[config.mk]
export PLATFORM = sky130hd
export DESIGN_NAME = hamming_decode_pipe
export DESIGN_NICKNAME = d
export VERILOG_FILES = /design/src/rtl/hamming_decode_pipe.sv
export SDC_FILE = /design/constraint.sdc
export NUM_CORES = 1
export LEC_CHECK = 0
export ABC_AREA = 0
export BUFFER_PORTS_ARGS = -buffer_cell sky130_fd_sc_hd__buf_4
export CORE_MARGIN = 2
export CORE_UTILIZATION = 25
export DETAILED_ROUTE_END_ITERATION = 8
export PLACE_DENSITY = 0.47
export REMOVE_ABC_BUFFERS = 1
export SKIP_CTS_REPAIR_TIMING = 1
export SLEW_MARGIN = 0
export SYNTH_ARGS = -nofsm -noshare
export SYNTH_HDL_FRONTEND = slang
export SYNTH_SLANG_ARGS = --single-unit
[constraint.sdc]
create_clock -name clk -period 2.41 [get_ports clk]
set_input_delay 0.1205 -clock clk [delete_from_list [all_inputs] [get_ports clk]]
set_output_delay 0.1205 -clock clk [all_outputs]
set_load 0.02 [all_outputs]
[src/rtl/hamming_decode_pipe.sv]
// Two-stage Hamming(38,32) decoder with valid/ready flow control and
// saturating counters of corrected and uncorrectable words delivered downstream.
module hamming_decode_pipe #(
  parameter int CORRECT_EN = 1,
  parameter int CNT_W      = 16
) (
  input  logic             clk,
  input  logic             reset,
  input  logic             in_valid,
  output logic             in_ready,
  input  logic [37:0]      in_code,
  output logic             out_valid,
  input  logic             out_ready,
  output logic [31:0]      out_data,
  output logic [5:0]       out_syndrome,
  output logic             out_err_corr,
  output logic             out_err_uncorr,
  input  logic             cnt_clr,
  output logic [CNT_W-1:0] corr_cnt,
  output logic [CNT_W-1:0] uncorr_cnt
);

  localparam int DATA_W = 32;
  localparam int CODE_W = 38;

  // Syndrome is the XOR of the 1-based positions of every set bit.
  function automatic logic [5:0] calc_syndrome(input logic [CODE_W-1:0] code);
    logic [5:0] s;
    s = '0;
    for (int i = 0; i < CODE_W; i++) begin
      if (code[i]) s = s ^ 6'(i + 1);
    end
    return s;
  endfunction

  // Data bits live at every position that is not a power of two.
  function automatic logic [DATA_W-1:0] extract_data(input logic [CODE_W-1:0] code);
    logic [DATA_W-1:0] d;
    logic [4:0]        k;
    d = '0;
    k = '0;
    for (int i = 0; i < CODE_W; i++) begin
      if (((i + 1) & i) != 0) begin
        d[k] = code[i];
        k    = k + 5'd1;
      end
    end
    return d;
  endfunction

  function automatic logic [CNT_W-1:0] sat_inc(input logic [CNT_W-1:0] c);
    return (&c) ? c : c + CNT_W'(1);
  endfunction

  logic              s1_adv, s2_adv, out_hs;
  logic              vld_p1_q;
  logic [CODE_W-1:0] code_p1_q;
  logic [5:0]        syn_p1_q;
  logic              vld_p2_q, corr_p2_q, uncorr_p2_q;
  logic [DATA_W-1:0] data_p2_q;
  logic [5:0]        syn_p2_q;
  logic [CNT_W-1:0]  corr_cnt_q, uncorr_cnt_q;

  logic              corr_p2_d, uncorr_p2_d;
  logic [CODE_W-1:0] fixed_p2_d;
  logic [DATA_W-1:0] data_p2_d;

  assign s2_adv   = !vld_p2_q || out_ready;
  assign s1_adv   = !vld_p1_q || s2_adv;
  assign in_ready = s1_adv;
  assign out_hs   = vld_p2_q && out_ready;

  // ---- stage 1: capture codeword and its syndrome ----
  always_ff @(posedge clk) begin
    if (reset) begin
      vld_p1_q  <= 1'b0;
      code_p1_q <= '0;
      syn_p1_q  <= '0;
    end else if (s1_adv) begin
      vld_p1_q  <= in_valid;
      code_p1_q <= in_code;
      syn_p1_q  <= calc_syndrome(in_code);
    end
  end

  always_comb begin
    corr_p2_d   = (syn_p1_q != 6'd0) && (syn_p1_q <= 6'd38);
    uncorr_p2_d = (syn_p1_q >= 6'd39);
    fixed_p2_d  = code_p1_q;
    if ((CORRECT_EN != 0) && corr_p2_d) begin
      fixed_p2_d = code_p1_q ^ (CODE_W'(1) << (syn_p1_q - 6'd1));
    end
    data_p2_d = extract_data(fixed_p2_d);
  end

  // ---- stage 2: corrected data and error flags ----
  always_ff @(posedge clk) begin
    if (reset) begin
      vld_p2_q    <= 1'b0;
      data_p2_q   <= '0;
      syn_p2_q    <= '0;
      corr_p2_q   <= 1'b0;
      uncorr_p2_q <= 1'b0;
    end else if (s2_adv) begin
      vld_p2_q    <= vld_p1_q;
      data_p2_q   <= data_p2_d;
      syn_p2_q    <= syn_p1_q;
      corr_p2_q   <= corr_p2_d;
      uncorr_p2_q <= uncorr_p2_d;
    end
  end

  // Counters only see words actually taken by the consumer.
  always_ff @(posedge clk) begin
    if (reset || cnt_clr) begin
      corr_cnt_q   <= '0;
      uncorr_cnt_q <= '0;
    end else if (out_hs) begin
      if (corr_p2_q)   corr_cnt_q   <= sat_inc(corr_cnt_q);
      if (uncorr_p2_q) uncorr_cnt_q <= sat_inc(uncorr_cnt_q);
    end
  end

  assign out_valid      = vld_p2_q;
  assign out_data       = data_p2_q;
  assign out_syndrome   = syn_p2_q;
  assign out_err_corr   = corr_p2_q;
  assign out_err_uncorr = uncorr_p2_q;
  assign corr_cnt       = corr_cnt_q;
  assign uncorr_cnt     = uncorr_cnt_q;

endmodule
# Yosys cells after proc, flatten, opt, wreduce, memory -nomap -nowiden
# Cells that the tools add are included.
totals:
  word_cells: 181
  regBits: 118
  inputBits: 43
  out_inout_bits: 74
classes:
  mux: 113
  n_reduce_logical: 12
  n_shift: 1
  n_bitwise: 40
  n_lt_le_gt_ge: 2
  n_addsub: 3
ops:
  columns: ["cell", "count"]
  rows:
  - ["two-way mux 6 bit", 81]
  - ["two-way mux 5 bit", 16]
  - ["NOT 3 bit", 13]
  - ["two-way mux 38 bit", 1]
  - ["<< shifter 1 x 6 -> 38 bit, first input constant", 1]
  - ["XOR 38 bit", 1]
  - ["adder 16 x 1 -> 16 bit, second input constant", 2]
  - ["two-way mux 4 bit", 8]
  - ["AND reduction 16 bit", 2]
  - ["NOT 2 bit", 13]
  - ["NOT 4 bit", 5]
  - ["two-way mux 3 bit", 4]
  - ["NOT 1 bit", 7]
  - ["greater-or-equal comparator 6 bit, second input constant", 1]
  - ["<= comparator 6 bit, second input constant", 1]
  - ["AND reduction 3 bit", 2]
  - ["nonzero test 6 bit", 1]
  - ["subtractor 6 x 1 -> 6 bit, second input constant", 1]
  - ["NOT 5 bit", 1]
  - ["two-way mux 2 bit", 2]
  - ["logical OR 1 bit", 3]
  - ["logical AND 1 bit", 2]
  - ["logical NOT 1 bit", 2]
  - ["two-way mux 1 bit", 1]

# Logic depth before layout (Yosys ltp)
depth:
  depth_word: 151
  mapped_depth: 9
  ltp_nobuf: 6

# Least setup slack after synthesis
# No wires, ideal clock.
synth_path:
  path_kind: "flip-flop to flip-flop"
  startpoint: "reg vld_p2_q (netlist: out_valid)"
  endpoint: "reg corr_cnt_q[13] (netlist: corr_cnt[13])"
  t_required_ps: 2278
  path_slack_ps: 534
  stages_incl_launch_ff: 7
  setup_time_ps: 132
  t_arrival_ps: 1744
  path_buffers: 1
  path_cell_list: "dfxtp_1 nand3_2 or2_1 buf_2 or4b_1 o21ai_1 a21oi_1"
synth_via:
  elab_chain_cells: 2
synth_lines:
  columns: ["element", "line", "text"]
  rows:
  - ["start: declaration", "59", "logic vld_p2_q, corr_p2_q, uncorr_p2_q;"]
  - ["start signal: assignment", "105", "vld_p2_q <= vld_p1_q;"]
  - ["logical AND 1 bit", "71", "assign out_hs = vld_p2_q && out_ready;"]
  - ["AND reduction 3 bit (no line)", null, null]
  - ["end signal: assignment", "119", "if (corr_p2_q) corr_cnt_q <= sat_inc(corr_cnt_q);"]
  - ["end: declaration", "62", "logic [CNT_W-1:0] corr_cnt_q, uncorr_cnt_q;"]
# No other way between the ends.
# A chain may end at the register's enable or synchronous reset.

# Worst setup path in the final report
layout_path:
  startpoint: "reg vld_p2_q (netlist: out_valid)"
  endpoint: "out in_ready"
layout_via:
  elab_chain_cells: 3
layout_lines:
  columns: ["element", "line", "text"]
  rows:
  - ["logical NOT 1 bit", "68", "assign s2_adv = !vld_p2_q || out_ready;"]
  - ["logical OR 1 bit", "68", null]
  - ["logical OR 1 bit", "69", "assign s1_adv = !vld_p1_q || s2_adv;"]
  - ["end: declaration", "10", "output logic in_ready,"]
# No other way between the ends.

==> flow_metrics.env <==
export IMPL_status="finished clean"
export IMPL_cts_tree="done"
export IMPL_first_pass_iters=4
export IMPL_syn_area_per_cell_um2=8.434
export IMPL_start_util=0.2556
export IMPL_grt_overflow_total=0
export IMPL_cp_start_kind="register"
export IMPL_nFillCells=2263
export IMPL_tns_ns=0
export IMPL_synth_edff_count=0
export IMPL_vias=4660
export IMPL_cts_root_buffer="clkbuf_16"
export IMPL_postSynthCellCount=641
export IMPL_clock_path_buffers=2
export IMPL_ios=117
export IMPL_grt_pass1_wl_um=24640
export IMPL_fin_area_mm2=0.006837
export IMPL_p_per_area_mw_per_mm2=712.1
export IMPL_cp_arrival_ns=2.04
export IMPL_core_area_mm2=0.02115
export IMPL_finalHoldWorstSlack_ns=0.02264
export IMPL_grt_max_degree=82
export IMPL_setup_viol=0
export IMPL_drtIter0Drc=181
export IMPL_drive_gt1_frac=0.1973
export IMPL_antenna_found_initial=1
export IMPL_clock_latency_ns=0.36
export IMPL_async_reset_ff_frac=0
export IMPL_ys_seq_area_frac=0.4147
export IMPL_relSlewSlack=0.4892
export IMPL_htreeDepth=3
export IMPL_synth_commonest_cells="dfxtp_1 (112), nand2_1 (102), nor2_1 (76)"
export IMPL_fmax_ghz=0.4637
export IMPL_antenna_left=0
export IMPL_floorplan_rows=53
export IMPL_remaining_drc_errors=0
export IMPL_min_path_type="primary input to register"
export IMPL_final_core_util=0.3232
export IMPL_die_w_um=151.1
export IMPL_grt_pass1_vias=4459
export IMPL_num_antenna_cells=0
export IMPL_yosysUniqueCellTypes=42
export IMPL_synth_area_leader_cell="dfxtp_1"
export IMPL_r2r_slack_ns=0.40
export IMPL_die_h_um=151.1
export IMPL_clock_sinks=112
export IMPL_cp_max_fo=40
export IMPL_placed_cell_area_mm2=0.006558
export IMPL_cp_required_ns=2.29
export IMPL_path_clk_slew_ns=0.08
export IMPL_gp_congestion=0.8086
export IMPL_yosysWarnings=0
export IMPL_p_total_mw=4.868
export IMPL_min_period_ns=2.157
export IMPL_p_leak_nw=2.615
export IMPL_yosys_cell_count_top_type="dfxtp_1"
export IMPL_finalCritPeriodShare=0.8948
export IMPL_grt_setup_unrepaired="no"
export IMPL_end_kind="output port"
export IMPL_area_growth_pct=26.45
export IMPL_cap_violations=0
export IMPL_synthFlopType="dfxtp_1"
export IMPL_hpwlAfterDp_um=11200
export IMPL_max_vdd_ir_drop_mv=0.3494
export IMPL_clock_skew_ns=0.01028
export IMPL_r2r_end="out_data[23]"
export IMPL_grt_usage=0.1400
export IMPL_slew_viol_final=0
export IMPL_min_to="code_p1_q[17]"
export IMPL_hold_depth=3
export IMPL_cts_made_buffers=9
export IMPL_layout_nets=783
export IMPL_r2r_cells=4
export IMPL_wl_um=15580
export IMPL_wire_per_inst_um=15.35
export IMPL_synthTopCellsByArea="dfxtp_1 (41%), xnor2_1 (9.9%), nand2_1 (7.1%)"
export IMPL_timing_rr_start="syn_p1_q[2]"
export IMPL_syn_area_mm2=0.005406
export IMPL_viasPerCell=4.591
export IMPL_io_buffers=116
export IMPL_tightest_slew_ns=0.7650
export IMPL_synth_top_area_share=0.4147
export IMPL_dieArea_mm2=0.02282
export IMPL_finalHoldViolCount=0
export IMPL_criticalPathCategory="register to output port"
export IMPL_ys_ff_latch=112
export IMPL_min_delay_start="in_code[17]"
how the worst max path moves through the flow:
| stage | startpoint | slack [ns] | end |
|---|---|---|---|
| 2_1_floorplan | out_valid | -0.17 | syn_p1_q[0] |
| 3_3_place_gp | syn_p1_q[5] | 0.54 | out_data[20] |
| 3_5_place_dp | syn_p1_q[2] | 0.41 | out_data[23] |
| 4_1_cts | out_valid | 0.21 | in_ready |
| 5_1_grt | out_valid | 0.11 | in_ready |
| 6_report | out_valid | 0.25 | in_ready |
cells in the final DEF (no fill, tap or decap), types with 5 or more instances in the layout:
cell type    n
buf_4      123
dfxtp_1    112
nand2_1    102
nor2_1      76
xnor2_1     61
a21oi_1     45
xor2_1      26
or3_1       22
o21ai_0     19
a211oi_1    18
a311oi_1    18
nand3_1     14
nand4_1     11
clkbuf_16    9
xnor3_1      8
o21ai_1      7
nor4b_1      7
nor3_1       6
nand3b_1     5
nor4_1       5
nor3b_1      5
through the flow:
| stage | std cells | setup slack, ns |
|---|---|---|
| 5_1_grt | 1015 | 0.1139 |
| 3_3_place_gp | 1001 | 0.5399 |
| 4_1_cts | 1014 | 0.2119 |
| 2_1_floorplan | 601 | -0.1695 |
| 6_report | 1015 | 0.2534 |
| 3_5_place_dp | 1001 | 0.4113 |
power by group:
part	switching [mW]	internal (mW)	total (mW)
Combinational	0.656	0.553	1.21
Clock	0.689	0.746	1.44
Sequential	0.215	2.01	2.22
routing by layer:
metal	wire length [um]	global-route usage	vias to the layer above
met5	0	0	-
met4	261	0.04252	0
met3	714	0.03133	18
met2	6975	0.2157	103
met1	7628	0.1953	2149
li1	-	-	2390
registers in the layout, summed over array words and instances (netlist names):
register,count
code_p1_q,32
corr_cnt,16
out_data,32
out_err_corr,1
out_err_uncorr,1
out_syndrome,6
out_valid,1
syn_p1_q,6
uncorr_cnt,16
vld_p1_q,1
cell families after synthesis:
family | Yosys count | synth area share
AND/OR/NAND/NOR | 275 | 0.2428
buffers and inverters | 44 | 0.03217
flip-flops | 112 | 0.4147
multiplexers | 1 | 0.001851
adder cells (fa/ha/maj) | 2 | 0.004628
AO/OA/AOI/OAI | 111 | 0.1266
XOR/XNOR | 96 | 0.1773
final cells by class:
class,instances,area (um^2),share of cell area
Timing Repair Buffer,126,973.4,0.1424
Multi-Input combinational cell,485,2993,0.4378
Tap cell,275,344.1,0.05033
Inverter,4,15.01,0.002196
Sequential cell,112,2242,0.3280
Clock inverter,2,16.27,0.002379
Clock buffer,11,252.7,0.03697
worst max-delay path, stage by stage, from the launching register on:
cell and delay (ns):
dfxtp_1 0.36, nor2b_1 0.15, buf_4 0.16, and2_1 0.18, inv_2 0.56, buf_4 0.27
(Power assumes the default switching activity.)
